==> src/rtl/read_merge_align.sv <==
// Load-return aligner: collects one or two 16-byte lines for an outstanding load, merges them,
// rotates the requested bytes down to byte 0, zero-fills beyond the size and hands off with the tag.
module read_merge_align #(
  parameter int LINE_BYTES = 16,
  parameter int OUT_BYTES  = 8,
  parameter int TAG_W      = 7
) (
  input  logic                    clk,
  input  logic                    rst_n,
  input  logic                    flush,
  input  logic                    req_valid,
  output logic                    req_ready,
  input  logic [3:0]              req_addr,
  input  logic [1:0]              req_size,
  input  logic                    req_needp1,
  input  logic [TAG_W-1:0]        req_tag,
  input  logic                    rsp0_valid,
  output logic                    rsp0_ready,
  input  logic [8*LINE_BYTES-1:0] rsp0_data,
  input  logic                    rsp1_valid,
  output logic                    rsp1_ready,
  input  logic [8*LINE_BYTES-1:0] rsp1_data,
  output logic                    out_valid,
  input  logic                    out_ready,
  output logic [8*OUT_BYTES-1:0]  out_data,
  output logic [TAG_W-1:0]        out_tag,
  output logic                    err_unexp
);

  localparam int LINE_W = 8 * LINE_BYTES;
  localparam int OUT_W  = 8 * OUT_BYTES;

  typedef enum logic [1:0] {S_IDLE, S_WAIT, S_DONE} state_t;

  state_t             r_state;
  logic               r_got0, r_got1;
  logic [3:0]         r_addr;
  logic [1:0]         r_size;
  logic               r_needp1;
  logic [TAG_W-1:0]   r_tag;
  logic [LINE_W-1:0]  r_buf0, r_buf1;
  logic               r_out_valid;
  logic [OUT_W-1:0]   r_out_data;
  logic [TAG_W-1:0]   r_out_tag;
  logic               r_err;

  logic               w_cap0, w_cap1, w_got0, w_got1, w_done;
  logic [LINE_W-1:0]  w_line0, w_line1;
  logic [2*LINE_W-1:0] w_cat;
  logic [OUT_W-1:0]   w_shift, w_merged;
  logic [3:0]         w_nbytes;

  assign req_ready  = (r_state == S_IDLE);
  assign rsp0_ready = (r_state == S_WAIT) && !r_got0;
  assign rsp1_ready = (r_state == S_WAIT) && r_needp1 && !r_got1;

  assign w_cap0 = rsp0_valid && rsp0_ready;
  assign w_cap1 = rsp1_valid && rsp1_ready;
  assign w_got0 = r_got0 || w_cap0;
  assign w_got1 = r_got1 || w_cap1;
  assign w_done = (r_state == S_WAIT) && w_got0 && (w_got1 || !r_needp1);

  // Lines captured this cycle bypass the buffers so completion costs no extra cycle.
  assign w_line0  = w_cap0 ? rsp0_data : r_buf0;
  assign w_line1  = !r_needp1 ? '0 : (w_cap1 ? rsp1_data : r_buf1);
  assign w_cat    = {w_line1, w_line0};
  assign w_shift  = OUT_W'(w_cat >> {r_addr, 3'b000});
  assign w_nbytes = 4'd1 << r_size;

  always_comb begin
    w_merged = '0;
    for (int k = 0; k < OUT_BYTES; k++) begin
      w_merged[8*k +: 8] = (4'(k) < w_nbytes) ? w_shift[8*k +: 8] : 8'h00;
    end
  end

  // NOTE: line buffers hold data only and are qualified by the got bits, so they carry no reset.
  always_ff @(posedge clk) begin
    if (w_cap0) r_buf0 <= rsp0_data;
    if (w_cap1) r_buf1 <= rsp1_data;
  end

  always_ff @(posedge clk or negedge rst_n) begin
    if (!rst_n) begin
      r_state     <= S_IDLE;
      r_got0      <= 1'b0;
      r_got1      <= 1'b0;
      r_addr      <= '0;
      r_size      <= '0;
      r_needp1    <= 1'b0;
      r_tag       <= '0;
      r_out_valid <= 1'b0;
      r_out_data  <= '0;
      r_out_tag   <= '0;
      r_err       <= 1'b0;
    end else begin
      r_err <= (rsp0_valid && !rsp0_ready) || (rsp1_valid && !rsp1_ready);
      if (flush) begin
        r_state     <= S_IDLE;
        r_got0      <= 1'b0;
        r_got1      <= 1'b0;
        r_out_valid <= 1'b0;
      end else begin
        unique case (r_state)
          S_IDLE: if (req_valid) begin
            r_addr   <= req_addr;
            r_size   <= req_size;
            r_needp1 <= req_needp1;
            r_tag    <= req_tag;
            r_got0   <= 1'b0;
            r_got1   <= 1'b0;
            r_state  <= S_WAIT;
          end
          S_WAIT: begin
            if (w_cap0) r_got0 <= 1'b1;
            if (w_cap1) r_got1 <= 1'b1;
            if (w_done) begin
              r_out_data  <= w_merged;
              r_out_tag   <= r_tag;
              r_out_valid <= 1'b1;
              r_state     <= S_DONE;
            end
          end
          S_DONE: if (out_ready) begin
            r_out_valid <= 1'b0;
            r_state     <= S_IDLE;
          end
          default: r_state <= S_IDLE;
        endcase
      end
    end
  end

  assign out_valid = r_out_valid;
  assign out_data  = r_out_data;
  assign out_tag   = r_out_tag;
  assign err_unexp = r_err;

endmodule

==> config.mk <==
export PLATFORM = sky130hd
export DESIGN_NAME = read_merge_align
export DESIGN_NICKNAME = d
export VERILOG_FILES = /design/src/rtl/read_merge_align.sv
export SDC_FILE = /design/constraint.sdc
export NUM_CORES = 1
export LEC_CHECK = 0
export CORE_MARGIN = 1
export CORE_UTILIZATION = 58
export CTS_BUF_LIST = sky130_fd_sc_hd__clkbuf_2 sky130_fd_sc_hd__clkbuf_4 sky130_fd_sc_hd__clkbuf_8
export CTS_CLUSTER_DIAMETER = 150
export DETAILED_ROUTE_END_ITERATION = 12
export PLACE_DENSITY = 0.95
export REMOVE_ABC_BUFFERS = 1
export SLEW_MARGIN = 10
export SYNTH_ARGS = -nofsm -noshare
export SYNTH_HDL_FRONTEND = slang
export SYNTH_SLANG_ARGS = --single-unit
==> constraint.sdc <==
create_clock -name clk -period 4.6 [get_ports clk]
set_input_delay 0.92 -clock clk [delete_from_list [all_inputs] [get_ports clk]]
set_output_delay 0.92 -clock clk [all_outputs]
set_load 0.02 [all_outputs]
==> summary.md, run 1 <==
| Metric | Value |
|---|---|
| Syn Area/Cell | `about 9.2 sq um` |
| Via/cell ratio | `6.77` |
| Chip height | `around 170 microns` |
| Crit path max-delay family | `buffers and inverters` |
| CTS tree | `done` |
| # placed instances | `2423` |
| Synth Register Bits | `around 280` |
| Critical-path cell list | `nand4bb_1 > buf_4 > inv_1 > clkdlybuf4s50_1` |
| Root Buffer | `clkbuf_8` |
| Max-Slew Margin vs Limit | `34.7%` |
| Area of the mapped netlist | `about 17000 sq um` |
| Commonest non-fill, non-tap cell in the layout | `nand2_1` |
| Period utilisation layout | `85.5%` |
| Total length of routed wires | `between 60000 and 70000 microns` |
| Worst-path maximum fanout | `21` |
| Clock power share | `19.0%` |
| Worst vdd ir | `between 300 and 400 uV` |
| Fmax | `254 MHz` |
| Crit-path max cell delay | `roughly 0.76 ns` |
| Global placer's final weighted congestion | `between 0.9 and 1` |
| CTS Hold Bufs | `0` |
| Syn Inst Count | `1844` |
| Cts repair resizes | `0` |
| Floorplan row count | `62` |
| Largest net degree at the start of global routing | `83` |
| GRT Residual Overflow | `0` |
| Synth warn | `0` |
| R2R cell count | `5` |
| Main area contributors after synthesis | `dfxtp_1, dfrtp_1, mux2i_1, nand2_1, mux2_2` |
| Sequential cell area fraction in the yosys report | `between 30% and 40%` |
| CP required | `3.68 ns` |
| Routed length per placed instance | `24.6 microns` |
| H-tree depth | `2` |
| Final Hold Vio Count | `0` |
| Slew @ Worst Pin | `0.975 ns` |
| Yosys cell types | `67` |
| Ys flop type | `dfxtp_1` |
| Seq pwr share | `32.8%` |
| CP max stage cell | `dfrtp_1` |
| CP Depth | `4` |
| Post-synth EDFFs | `0` |
| Vias | `17000` |
| Post-DP HPWL | `43300 microns` |
| First drt pass iteration count | `7` |
| Outcome | `finished clean` |
| CTS Sinks | `275` |
| Max Root-Sink Buffers | `3` |
| Crit path DAT | `between 3 and 4 ns` |
| Multi-input gate area | `10200 sq um` |
| Core area | `28700 sq um` |
| DRT iter0 DRCs | `roughly 2500` |
| Vias in the first global route | `16800` |
| Ports | `approximately 350` |
| Worst Slack Setup Final | `0.669 ns` |
| RSZ-0062 raised after global routing | `no` |
| Die outline width | `173 microns` |
| Pwr dens | `around 610 nW/um^2` |
| Post-place setup slack | `around 0.77 ns` |
| Top cell type's share of synthesized area | `21.8%` |
| Buf+Inv Stages, Crit Path | `3` |
| CP startpoint kind | `register` |
| Most frequent cells in the layout | `nand2_1, clkdlybuf4s50_1, dfxtp_1` |
| Antenna Nets Post-Route | `0` |
| Max cap viols | `0` |
| Dominant cell type by area after synthesis | `dfxtp_1` |
| First-pass GRT wire length | `93300 microns` |
| Internal | `7700 uW` |
| Ys async rst share | `33.1%` |
| Worst Setup End Kind | `primary output` |
| Final nets | `2365` |
| Postcts setup bufs | `0` |
| Sw Share | `40.7%` |
| CTS buffer count | `between 40 and 50` |
| Initial Util | `58.9%` |
| Combinational Power Share | `between 40% and 50%` |
| FF+latch area | `around 6000 sq um` |
| # fillers | `~2000` |
| Initial antenna violation count | `3` |
| Layout cell share with drive strength beyond 1 | `17.9%` |
| HP Class | `input port to async pin` |
| Final setup vio count | `0` |
| Clk Latency, worst-skew pair | `0.56 ns` |
| IO buf count | `280` |
| Final Max Tran Viols | `0` |
| Layout Skew | `roughly 0.017 ns` |
| Area Overhead vs Synth | `25.0%` |
| Die area | `29800 sq um` |
| Crit Path Class | `register to primary output` |
| Final Critical Period | `3.93 ns` |
| Clk slew on worst S/H paths | `0.06 ns` |
| DRC viols | `0` |
| Final Instance Count excl. Fillers | `2507` |
| Psw | `5270 uW` |
| GRT Total Usage | `40.1%` |
| Static Leakage | `~0.0090 uW` |
## sequential cells by signal, summed over array words and instances, names as in the netlist, 2 cells and up
signal,cells
r_buf0,128
r_tag,7
out_data,64
r_buf1,56
r_addr,4
out_tag,7
r_state,2
r_size,2
## cell type report
class	count	area share (%)
Inverter	39	0.705
Tap cell	384	2.27
Multi-Input combinational cell	1379	48.1
Clock inverter	6	0.497
Timing Repair Buffer	346	15.8
Clock buffer	76	4.42
Antenna cell	2	0.0237
Sequential cell	275	28.2
## layer usage
| layer | vias up | track usage (%) | wire length (microns) |
|---|---|---|---|
| li1 | 7242 | - | - |
| met1 | 8008 | 49.0 | 21700 |
| met2 | 1352 | 61.9 | 27300 |
| met3 | 359 | 10.7 | 8140 |
| met4 | 0 | 27.7 | 4690 |
| met5 | - | 0 | 0 |
## cells by family after synthesis
| kind of cell | after synthesis | synth area share, % |
|---|---|---|
| and+or+nand+nor | 647 | 16.4 |
| muxes | 383 | 28.4 |
| AOI/OAI and AO/OA | 349 | 14.9 |
| DFF | 275 | 35.3 |
| buffers and inverters | 190 | 4.94 |
## Yosys cell counts (all sizes together) (33+ instances only)
cell	number
a21oi	48
a22oi	33
buf	74
clkbuf	77
dfrtp	91
dfxtp	184
inv	39
mux2	137
mux2i	182
mux4	64
nand2	449
nor2	64
o21ai	47
## through the flow
step / cell area [sq um] / util, % / power [uW] / TNS, ns / hold slack (ns)
floorplan: 16200 / - / 8130 / -414.87 / 0.414
CTS: 21100 / 73.6 / 12700 / 0 / 0.411
detailed placement: 20100 / 70.0 / 10300 / 0 / 0.436
global placement: 20100 / 70.0 / 10000 / 0 / 0.425
global route: 21100 / 73.6 / 13500 / 0 / 0.448
finish: 21100 / 73.6 / 13000 / 0 / 0.405
## power by group through the flow
stage | Clock [uW] | Combinational, uW | Sequential (uW)
global route | 2570 | 6580 | 4330
finish | 2460 | 6250 | 4260
detailed placement | 0 | 6010 | 4240
CTS | 2460 | 6080 | 4200
global placement | 0 | 5830 | 4170
floorplan | 0 | 3760 | 4370
## final timing paths
check                                 startpoint                       end  slack [ns]
max                         r_needp1$_DFFE_PN0P_                rsp1_ready        0.67
min                                        rst_n    out_tag[0]$_DFFE_PN0P_        0.40
max reg2reg                r_addr[0]$_DFFE_PN0P_  out_data[44]$_DFFE_PN0P_        1.21
min reg2reg                   r_buf0[15]$_DFF_P_        r_buf0[15]$_DFF_P_        0.44
max in group asynchronous                  rst_n     r_addr[1]$_DFFE_PN0P_        3.01
min in group clk              r_buf0[15]$_DFF_P_        r_buf0[15]$_DFF_P_        0.44
Power figures use the tool's default switching activity.
==> run 2: changes to the inputs <==
--- a/config.mk
+++ b/config.mk
@@ -5,10 +5,9 @@
 export SDC_FILE = /design/constraint.sdc
 export NUM_CORES = 1
 export LEC_CHECK = 0
-export CORE_MARGIN = 1
+export CORE_MARGIN = 10
 export CORE_UTILIZATION = 58
 export CTS_BUF_LIST = sky130_fd_sc_hd__clkbuf_2 sky130_fd_sc_hd__clkbuf_4 sky130_fd_sc_hd__clkbuf_8
-export CTS_CLUSTER_DIAMETER = 150
 export DETAILED_ROUTE_END_ITERATION = 12
 export PLACE_DENSITY = 0.95
 export REMOVE_ABC_BUFFERS = 1
==> summary.md, run 2 (same netlist as run 1, synthesis figures left out) <==
| Metric | Value |
|---|---|
| Crit path max-delay family | `buffers and inverters` |
| Core area | `between 20000 and 30000 sq um` |
| Layout cell share with drive strength beyond 1 | `approximately 18%` |
| H-tree depth | `2` |
| CP required | `3.68 ns` |
| Routed length per placed instance | `25.9 microns` |
| Post-DP HPWL | `46700 microns` |
| Max-Slew Margin vs Limit | `between 30% and 40%` |
| Critical-path cell list | `nand4bb_1 > buf_4 > inv_1 > clkdlybuf4s50_1` |
| Pwr dens | `around 610 nW/um^2` |
| DRC viols | `0` |
| Buf+Inv Stages, Crit Path | `3` |
| GRT Total Usage | `about a third` |
| Commonest non-fill, non-tap cell in the layout | `nand2_1` |
| Via/cell ratio | `approximately 6.7` |
| Crit path DAT | `3.02 ns` |
| Max Root-Sink Buffers | `3` |
| First drt pass iteration count | `8` |
| Post-Layout Inst Area | `21200 sq um` |
| CTS buffer count | `between 40 and 50` |
| Final setup vio count | `0` |
| Largest net degree at the start of global routing | `between 80 and 90` |
| Postcts setup bufs | `0` |
| Max cap viols | `0` |
| Fmax | `254 MHz` |
| GRT Residual Overflow | `0` |
| Die outline width | `191 microns` |
| Global placer's final weighted congestion | `~1.0` |
| Reg2Reg Launch Point | `r_needp1$_DFFE_PN0P_` |
| Slew @ Worst Pin | `between 0.9 and 1 ns` |
| HP Class | `register to register` |
| CTS Hold Bufs | `0` |
| Static Leakage | `0.00903 uW` |
| Setup TNS | `0 ns` |
| CTS Sinks | `275` |
| Post-place setup slack | `0.627 ns` |
| Crit-path max cell delay | `0.77 ns` |
| Total length of routed wires | `65200 microns` |
| Cts repair resizes | `0` |
| Die area | `36400 sq um` |
| CP max stage cell | `dfrtp_1` |
| Ports | `353` |
| Most frequent cells in the layout | `nand2_1, clkdlybuf4s50_1, dfxtp_1` |
| Area Overhead vs Synth | `25.2%` |
| Clk slew on worst S/H paths | `~0.060 ns` |
| Chip height | `191 microns` |
| Final Critical Period | `3.94 ns` |
| DRT iter0 DRCs | `2229` |
| Worst Setup End Kind | `primary output` |
| R2R cell count | `9` |
| Finished Core Util | `roughly 74%` |
| Outcome | `finished clean` |
| FF+latch area | `5970 sq um` |
| Initial antenna violation count | `6` |
| Period utilisation layout | `85.7%` |
| CP Depth | `4` |
| Antenna Nets Post-Route | `0` |
| Placed Area | `20200 sq um` |
| Final Hold Vio Count | `0` |
| Vias | `16900` |
| Worst-path maximum fanout | `21` |
| Layout Skew | `0.0197 ns` |
| Hold path depth | `2` |
| Worst vdd ir | `329 uV` |
| Root Buffer | `clkbuf_8` |
| Floorplan row count | `62` |
| # fillers | `2045` |
| IO buf count | `280` |
| Hold Crit Start | `r_buf0[15]$_DFF_P_` |
| RSZ-0062 raised after global routing | `no` |
| Worst Hold Slack | `0.443 ns` |
| Crit Path Class | `register to primary output` |
| Largest register FFs | `128` |
| CP startpoint kind | `register` |
| Vias in the first global route | `17100` |
| Biggest register | `r_buf0` |
| First-pass GRT wire length | `98300 microns` |
| Multi-input gate area | `10200 sq um` |
| Worst Slack Setup Final | `0.656 ns` |
| Final nets | `2368` |
| CTS tree | `done` |
| Clk Latency, worst-skew pair | `~0.58 ns` |
| Final Max Tran Viols | `0` |
| CP Launch Point | `r_needp1$_DFFE_PN0P_` |
| Initial Util | `58.9%` |
[run 2: cell count changes in the layout (fill, tap and decap cells not counted)]
cell | previous run | this run
clkbuf_8 | 58 | 57
clkinv_2 | 5 | 6
diode_2 | 2 | 4
clkbuf_4 | 18 | 24
buf_12 | 3 | 6
bufinv_16 | 3 | 1
[run 2: final cells by class]
class	instances	share of cell area, %
Antenna cell	4	0.0473
Clock buffer	81	4.56
Clock inverter	5	0.236
Inverter	39	0.703
Multi-Input combinational cell	1379	48.0
Sequential cell	275	28.2
Tap cell	384	2.27
Timing Repair Buffer	349	16.0
[run 2: routing by layer]
| layer | up-vias | GRT usage (%) | part of all wire (%) |
|---|---|---|---|
| li1 | 7250 | - | - |
| met1 | 8026 | 41.3 | 35 |
| met2 | 1287 | 54.0 | 45 |
| met3 | 333 | 9.93 | 13 |
| met4 | 0 | 19.9 | 6.5 |
| met5 | - | 0 | 0 |
[run 2: worst paths after layout]
kind / endpoint / slack (ns)
max: rsp1_ready / 0.66
min: r_buf0[15]$_DFF_P_ / 0.44
max reg2reg: out_data[59]$_DFFE_PN0P_ / 1.16
min reg2reg: r_buf0[15]$_DFF_P_ / 0.44
max in group asynchronous: out_data[19]$_DFFE_PN0P_ / 3.10
min in group asynchronous: out_data[51]$_DFFE_PN0P_ / 0.45
[run 2: through the flow]
step                power (uW)  std cells
floorplan                 8130       1693
global placement         10100       2426
detailed placement       10300       2426
CTS                      12800       2512
global route             13500       2516
finish                   12900       2516
[run 2: tightest hold or removal path: stages, from the launching register on]
cell and delay, ns:
dfxtp_1 0.30, nand2_1 0.05, nand2_1 0.04
[run 2: report_power, final]
part,switching (uW),internal [uW],leakage [uW]
combinational,3480,2840,0.00575
sequential,794,3430,0.00273
clock,1040,1370,0.000550
total,5310,7630,0.00903
